`src/rtl/wide_add_sequencer.sv`:
```
// Multi-cycle wide add/subtract controller. One shared N-bit carry-bypass adder
// processes one word per cycle, least-significant word first.

module cbpa_adder #(
    parameter int N = 32
) (
    input  logic [N-1:0] a_i,
    input  logic [N-1:0] b_i,
    input  logic         cin_i,
    output logic [N-1:0] s_o,
    output logic         cout_o,
    output logic         of_o
);
    localparam int BLK = 8;
    localparam int NB  = N / BLK;

    logic c_blk;
    logic c_rip;
    logic p_blk;
    logic p_bit;
    logic c_msb;

    // Each 8-bit block ripples internally; a fully propagating block passes
    // its carry-in straight through instead of waiting for the ripple.
    always_comb begin
        // NOTE: every variable written here gets a default first so no latch is inferred.
        s_o   = '0;
        c_blk = cin_i;
        c_rip = 1'b0;
        p_blk = 1'b0;
        p_bit = 1'b0;
        c_msb = 1'b0;
        for (int blk = 0; blk < NB; blk++) begin
            // NOTE: blocking assignments here model the ripple order within one evaluation.
            c_rip = c_blk;
            p_blk = 1'b1;
            for (int i = 0; i < BLK; i++) begin
                p_bit = a_i[blk*BLK+i] ^ b_i[blk*BLK+i];
                s_o[blk*BLK+i] = p_bit ^ c_rip;
                if (blk*BLK+i == N-1) c_msb = c_rip;
                c_rip = (a_i[blk*BLK+i] & b_i[blk*BLK+i]) | (p_bit & c_rip);
                p_blk = p_blk & p_bit;
            end
            c_blk = p_blk ? c_blk : c_rip;
        end
        cout_o = c_blk;
        of_o   = c_msb ^ c_blk;
    end
endmodule

module wide_add_sequencer #(
    parameter int N     = 32,
    parameter int WORDS = 4
) (
    input  logic               clk,
    input  logic               rst_n,
    input  logic               start,
    input  logic               sub,
    input  logic [N*WORDS-1:0] a,
    input  logic [N*WORDS-1:0] b,
    output logic               busy,
    output logic               done,
    output logic [N*WORDS-1:0] sum,
    output logic               cout,
    output logic               of
);
    localparam int W     = N * WORDS;
    localparam int IDX_W = (WORDS > 1) ? $clog2(WORDS) : 1;
    localparam logic [IDX_W-1:0] LAST = IDX_W'(WORDS - 1);

    typedef enum logic [1:0] {IDLE, ADD, DONE} state_t;

    state_t           state_q, state_d;
    logic [IDX_W-1:0] idx_q, idx_d;
    logic             carry_q, carry_d;
    logic [W-1:0]     a_q, a_d;
    logic [W-1:0]     b_q, b_d;
    logic [W-1:0]     work_q, work_d;
    logic [W-1:0]     sum_q, sum_d;
    logic             cout_q, cout_d;
    logic             of_q, of_d;

    logic [N-1:0] add_a, add_b, add_s;
    logic         add_cout, add_of;
    logic         accept;

    assign add_a = a_q[idx_q*N +: N];
    assign add_b = b_q[idx_q*N +: N];

    cbpa_adder #(.N(N)) u_adder (
        .a_i    (add_a),
        .b_i    (add_b),
        .cin_i  (carry_q),
        .s_o    (add_s),
        .cout_o (add_cout),
        .of_o   (add_of)
    );

    // A new request is taken in IDLE and also in DONE for back-to-back issue.
    assign accept = start && (state_q == IDLE || state_q == DONE);

    always_comb begin
        state_d = state_q;
        idx_d   = idx_q;
        carry_d = carry_q;
        a_d     = a_q;
        b_d     = b_q;
        work_d  = work_q;
        sum_d   = sum_q;
        cout_d  = cout_q;
        of_d    = of_q;

        case (state_q)
            ADD: begin
                work_d[idx_q*N +: N] = add_s;
                carry_d = add_cout;
                if (idx_q == LAST) begin
                    sum_d   = work_d;
                    cout_d  = add_cout;
                    of_d    = add_of;
                    state_d = DONE;
                end else begin
                    idx_d = idx_q + 1'b1;
                end
            end
            DONE:    state_d = IDLE;
            default: state_d = IDLE;
        endcase

        // Subtraction is A + ~B + 1: invert B once here and seed the carry with 1.
        if (accept) begin
            state_d = ADD;
            a_d     = a;
            b_d     = sub ? ~b : b;
            carry_d = sub;
            idx_d   = '0;
        end
    end

    // NOTE: operand and working registers are reset too, so an aborted operation leaves nothing behind.
    always_ff @(posedge clk or negedge rst_n) begin
        if (!rst_n) begin
            state_q <= IDLE;
            idx_q   <= '0;
            carry_q <= 1'b0;
            a_q     <= '0;
            b_q     <= '0;
            work_q  <= '0;
            sum_q   <= '0;
            cout_q  <= 1'b0;
            of_q    <= 1'b0;
        end else begin
            state_q <= state_d;
            idx_q   <= idx_d;
            carry_q <= carry_d;
            a_q     <= a_d;
            b_q     <= b_d;
            work_q  <= work_d;
            sum_q   <= sum_d;
            cout_q  <= cout_d;
            of_q    <= of_d;
        end
    end

    assign busy = (state_q == ADD);
    assign done = (state_q == DONE);
    assign sum  = sum_q;
    assign cout = cout_q;
    assign of   = of_q;
endmodule

```
`config.mk`:
```
export PLATFORM = sky130hd
export DESIGN_NAME = wide_add_sequencer
export DESIGN_NICKNAME = d
export VERILOG_FILES = /design/src/rtl/wide_add_sequencer.sv
export SDC_FILE = /design/constraint.sdc
export NUM_CORES = 1
export LEC_CHECK = 0
export BUFFER_PORTS_ARGS = -buffer_cell sky130_fd_sc_hd__buf_2
export CORE_MARGIN = 8
export CORE_UTILIZATION = 33
export CTS_BUF_LIST = sky130_fd_sc_hd__clkbuf_4 sky130_fd_sc_hd__clkbuf_8
export DETAILED_ROUTE_END_ITERATION = 10
export PLACE_DENSITY = 0.65
export SLEW_MARGIN = 10
export SYNTH_ARGS = -nofsm -noshare
export SYNTH_HDL_FRONTEND = slang
export SYNTH_SLANG_ARGS = --single-unit
```
`constraint.sdc`:
```
create_clock -name clk -period 13.72 [get_ports clk]
set_clock_uncertainty 0.2 [all_clocks]
set_input_delay 1.372 -clock clk [delete_from_list [all_inputs] [get_ports clk]]
set_output_delay 1.372 -clock clk [all_outputs]
set_load 0.02 [all_outputs]
```
### Word level (Yosys, flattened, before mapping)

Cells that the tools add are included.
W data, S select, Z words.

| cells by class | value |
|---|---|
| reduce and logical (&&, ||, !) cells | 6 |
| shifts and indexed selects | 4 |
| mux-type cells | 14 |
| eq/ne operators | 5 |
| add/sub/neg operators | 2 |
| bitwise logic cells | 190 |

Operators with widths:

| operator | number |
|---|---|
| $shiftx A128 B8 Y32 | 2 |
| $bwmux W128 | 1 |
| $mux W128 | 1 |
| $not A128 Y128 | 1 |
| $shift A32 B34 Y128 const A | 1 |
| $shiftx A32 B34 Y128 | 1 |
| $and A1 B1 Y1 | 92 |
| $xor A1 B1 Y1 | 65 |
| $neg A7 Y34 | 1 |
| $or A1 B1 Y1 | 32 |
| $mux W2 | 6 |
| $mux W1 | 6 |
| $eq A2 B2 Y1 const B | 2 |
| $reduce_and A2 Y1 | 2 |
| $ne A3 B1 Y1 const B | 1 |
| $add A2 B1 Y2 const B | 1 |
| $eq A2 B1 Y1 const B | 1 |
| $logic_not A2 Y1 | 1 |
| $ne A2 B2 Y1 const B | 1 |
| $reduce_bool A2 Y1 | 1 |
| $logic_and A1 B1 Y1 | 1 |
| $logic_or A1 B1 Y1 | 1 |

| word-level totals | value |
|---|---|
| output and inout bits | 132 |
| register bits after elaboration | 519 |

### Depth between registers and ports, before layout

| logic depth | value |
|---|---|
| word-level depth | 72 |
| depth in mapped cells | 46 |
| mapped depth without buffers | 44 |

### Hierarchy

A second synthesis with hierarchy kept.

| unflattened totals | value |
|---|---|
| cell total of the unflattened synthesis | 2165 |
| area total of the unflattened synthesis | 22973.3 µm² |

Modules (own cells, without submodules):

| module | cells each | instances | area an instance (µm²) | sequential area each (µm²) |
|---|---|---|---|---|
| wide_add_sequencer | 2071 | 1 | 21692.1 | 12186.7 |
| cbpa_adder | 94 | 1 | 1281.2 | 0.0 |

### Worst setup path before layout

OpenSTA, ideal clock, no wires.

| path | value |
|---|---|
| path type | register -> register |
| from | reg idx_q[1] |
| to | reg sum_q[63], in the netlist sum[63] |
| arrival time | 14.468 ns |
| required time | 13.384 ns |
| period minus slack after synthesis | 14.804 ns |
| stages on the path, launching flop included | 46 |
| slack | -1.084 ns |
| setup time | 0.136 ns |
| path through | dfrtp_1 > buf_2 > buf_1 > mux4_2 > fa_1 > inv_1 > fa_1 > fa_1 > fa_1 > fa_1 > fa_1 > fa_1 > fa_1 > o21ai_0 > nand2_1 > fa_1 > fa_1 > fa_1 > (+10 left out) > fa_1 > fa_1 > fa_1 > fa_1 > fa_1 > a21o_1 > fa_1 > fa_1 > fa_1 > fa_1 > fa_1 > fa_1 > fa_1 > inv_1 > fa_1 > buf_1 > a22oi_1 > o21ai_0 |

| on the way | value |
|---|---|
| word-level cells in the longest chain between the ends | 70 |
| elaborated cells between the ends (all ways) | 189 |
| those cells by class | add/sub (1); eq/ne (1); shift (4); mux (4); bitwise (178); reduce/logical (1) |

Ends and longest elaborated chain:

| what | RTL line | text |
|---|---|---|
| start: declaration | 74 | `logic [IDX_W-1:0] idx_q, idx_d;` |
| start signal: assignment | 154 | `idx_q <= idx_d;` |
| $shiftx A128 B8 Y32 (on tied branches) | 87, 88 |  |
| $xor A1 B1 Y1 | 38 | `p_bit = a_i[blk*BLK+i] ^ b_i[blk*BLK+i];` |
| $and A1 B1 Y1 | 41 | `c_rip = (a_i[blk*BLK+i] & b_i[blk*BLK+i]) \| (p_bit & c_rip);` |
| $or A1 B1 Y1 | 41 |  |
| $and A1 B1 Y1 | 41 |  |
| $or A1 B1 Y1 | 41 |  |
| $and A1 B1 Y1 | 41 |  |
| $or A1 B1 Y1 | 41 |  |
| (+54 left out) | - |  |
| $or A1 B1 Y1 | 41 |  |
| $and A1 B1 Y1 | 41 |  |
| $or A1 B1 Y1 | 41 |  |
| $and A1 B1 Y1 | 41 |  |
| $or A1 B1 Y1 | 41 |  |
| $xor A1 B1 Y1 | 39 | `s_o[blk*BLK+i] = p_bit ^ c_rip;` |
| $shiftx A32 B34 Y128 | 115 | `work_d[idx_q*N +: N] = add_s;` |
| $bwmux W128 | 115 |  |
| end signal: assignment | 159 | `sum_q <= sum_d;` |
| end: declaration | 79 | `logic [W-1:0] sum_q, sum_d;` |

Several ways; a longest one is shown, not always the timed one.
A chain may end at the register's enable or synchronous reset.

### Final worst setup path

| path | value |
|---|---|
| from | reg idx_q[0] |
| to | reg sum_q[95], in the netlist sum[95] |

The elaborated chain is that of the path after synthesis.

==> flow_summary.yaml <==
placement:
  dp_cells: 3699
  port_buffers: 391
  dp_hpwl_um: 52400
  gp_congestion: 0.780
detailed_routing:
  totalWireLength_um: 74600
  wl_met2_um: 33700
  m1WireLength_um: 34300
  wl_per_cell_um: 19.2
  drt-initial-drc-count: 1299
  dr_wl_met3_um: 5190
  ant_nets: 0
  viasPerCell: 4.74
  drc: 0
  top_layer_used: "met5"
  dr.pass1.iters: 5
  vias: 18500
setup_path:
  cp_max_fo: 8
  cp.required_ns: 14.03
  path_common_cell: "fa_2"
  cp_slowest_cell: "fa_2"
  path_class: "reg2reg"
  cp.arrival_ns: 14.09
  slowest_delay_ns: 0.53
  cp-end-kind: "register"
  start_kind: "register"
timing:
  finalHoldViolCount: 0
  finalWorstSetupSlack_ns: -0.0626
  drv_slew: 0
  hold_slack_ns: 0.269
  grt_setup_unrepaired: "yes"
  period_minus_slack_ns: 13.78
  max_freq_ghz: 0.0726
  relSlewSlack_pct: 23.4
  finalCritPeriodShare_pct: 100
  finalSetupViolCount: 8
  worst_pin_slew_ns: 1.15
logic_synthesis:
  netlist.area_leader.share_pct: 54.0
  synth_top_area_cell: "dfrtp_1"
  yosysUniqueCellTypes: 40
  synth_area_um2: 24100
  syn_inst: 2475
  synthFlopType: "dfrtp_1"
  synth_nets: 2805
  ys_async_sr_fraction_pct: 100
  synth-edff-count: 0
  synth.area.top_cells: "dfrtp_1 54%, nand2_1 12%, o21ai_0 7.3%"
  yosysSeqAreaShare_pct: 54.0
  syn_area_per_cell_um2: 9.72
  ys_seq_elements: 519
  yosysWarnings: 0
global_routing:
  grt_start_max_net_pins: 147
  antenna_found_initial: 9
  grt_use_total_pct: 17.9
  overflow: 0
  grt_pass1_wl_um: 114000
  grt_pass1_vias: 19000
worst_hold_path:
  hp-class: "reg2reg"
cells_and_area:
  fill_cells: 7321
  stdcell_count: 3896
  final_nets: 3196
  area_delta_synth_final_pct: 21.3
  layout.area.seq_um2: 13000
  final_util_pct: 40.2
  multi_input_area_um2: 10200
  layout-drive-gt1-share_pct: 26.6
die:
  ios: 392
  die_area_um2: 81800
  fp.dieH_um: 286
  die_x_um: 286
  core_area_um2: 72600
  rows: 99
  initial_core_util_pct: 33.2
pwr:
  ir_drop_uv: 191
  p_leak_nw: 14.0
  cellPowerDensity_nw_per_um2: 286
  power_w: 0.00835
clock_network:
  clockBufferDepth: 3
  root_buffer: "clkbuf_8"
  cts_buffers: 90
  ctsHtreeMaxLevel: 3
  hold_buffers: 0
  clk_pin_slew_ns: 0.06
  cts_tree: "done"
  cts.sinks: 519
  insertion_delay_ns: 0.67
job:
  cap_violations: 0
run_status:
  violations: "negative setup slack"
  outcome: "finished, violations left"
final cells by class:
class                           instances  area share, %
Tap cell                              959           4.11
Sequential cell                       519           44.5
Timing Repair Buffer                  468           8.78
Inverter                               71          0.913
Antenna cell                            6         0.0515
Multi-Input combinational cell       1716           35.0
Clock buffer                          132           5.84
Clock inverter                         25          0.755
kinds of logic (layout without fill, tap and decap cells):
family,Yosys count,in the layout,synth area share [%]
xor+xnor,130,130,4.73
compound gates,526,526,11.3
fa+ha+maj,70,70,4.64
other cells,0,6,0
simple gates,926,926,15.1
buf+inv,240,696,4.35
flops,519,519,54.0
mux,64,64,5.99
state kept, by name, summed over array words and instances (netlist names):
signal   flops
a_q        128
idx_q        2
state_q      2
cout         1
carry_q      1
sum        128
b_q        128
of           1
work_q     128
worst max-delay path, delay by kind of cell, from the launching register on:
| family | cells | cell delay [ns] |
|---|---|---|
| AO/OA/AOI/OAI | 6 | 0.86 |
| flip-flops | 1 | 0.52 |
| multiplexers | 1 | 0.38 |
| adder cells (fa/ha/maj) | 32 | 11.35 |
| buffers and inverters | 3 | 0.24 |
| AND/OR/NAND/NOR | 1 | 0.05 |
layer usage:
layer	vias up	GRT usage (%)
li1	8868	-
met1	8915	25.1
met2	582	27.1
met3	108	4.55
met4	6	5.32
met5	-	0
Yosys cell counts (all sizes together) (9+ instances only):
| cell type | n |
|---|---|
| nand4 | 9 |
| mux4 | 64 |
| nor2 | 128 |
| ha | 38 |
| o21ai | 382 |
| fa | 32 |
| xnor2 | 130 |
| inv | 71 |
| dfrtp | 519 |
| clkbuf | 94 |
| buf | 75 |
| a21oi | 122 |
| nand2 | 775 |
final timing paths:
path / cells after the start / endpoint / from / slack (ns)
setup / recovery: 43 / sum[95] / idx_q[0] / -0.06
hold / removal: 2 / a_q[123] / a_q[123] / 0.27
setup reg to reg: 43 / sum[95] / idx_q[0] / -0.06
hold reg to reg: 2 / a_q[123] / a_q[123] / 0.27
max in group asynchronous: 3 / a_q[15] / rst_n / 10.33
min in group asynchronous: 1 / work_q[24] / rst_n / 0.59
placed cells by master (no fill, tap or decap), types with 2 or more instances in the layout:
master,synthesis,routed
buf_2,59,389
a21oi_1,122,120
clkbuf_4,0,18
dfrtp_1,519,517
bufinv_16,0,3
a21oi_2,0,2
nor2_1,98,97
nand2_1,774,772
nor2_2,30,31
inv_1,69,67
mux4_2,64,64
xnor2_1,130,130
ha_1,38,38
buf_4,8,74
a22oi_2,0,3
clkinv_2,0,16
o21ai_1,31,38
clkinvlp_4,0,4
dfrtp_4,0,2
a22oi_1,8,5
nand4_1,9,9
a22o_1,8,8
nor4_1,2,2
buf_6,1,4
diode_2,0,6
o21ai_0,350,340
nand3_1,2,2
o21ai_2,1,3
fa_2,0,32
clkbuf_8,0,114
inv_2,2,4
through the flow:
step	TNS [ns]	setup slack, ns	area (um^2)
2_1_floorplan	0	0.0345	24200
3_3_place_gp	-3.19	-0.413	26900
3_5_place_dp	-5.19	-0.579	26900
4_1_cts	0	0.00374	29100
5_1_grt	-3.32	-0.376	29200
6_report	-0.236	-0.0626	29200
what timing repair did:
action                     4_1_cts  5_1_grt
setup endpoints to repair       16       21
pin swaps                        8        8
gates resized for setup         19       19
buffers inserted                35        2
gates cloned                     0        0
power breakdown:
| part | internal (W) | leakage, nW | total [W] | switching (W) |
|---|---|---|---|---|
| clock network | 0.000853 | 1.02 | 0.00150 | 0.000650 |
| registers | 0.00212 | 6.79 | 0.00245 | 0.000328 |
| logic | 0.00159 | 6.20 | 0.00440 | 0.00281 |
| total | 0.00456 | 14.0 | 0.00835 | 0.00379 |
No activity file was read; power rests on OpenSTA's default activity.
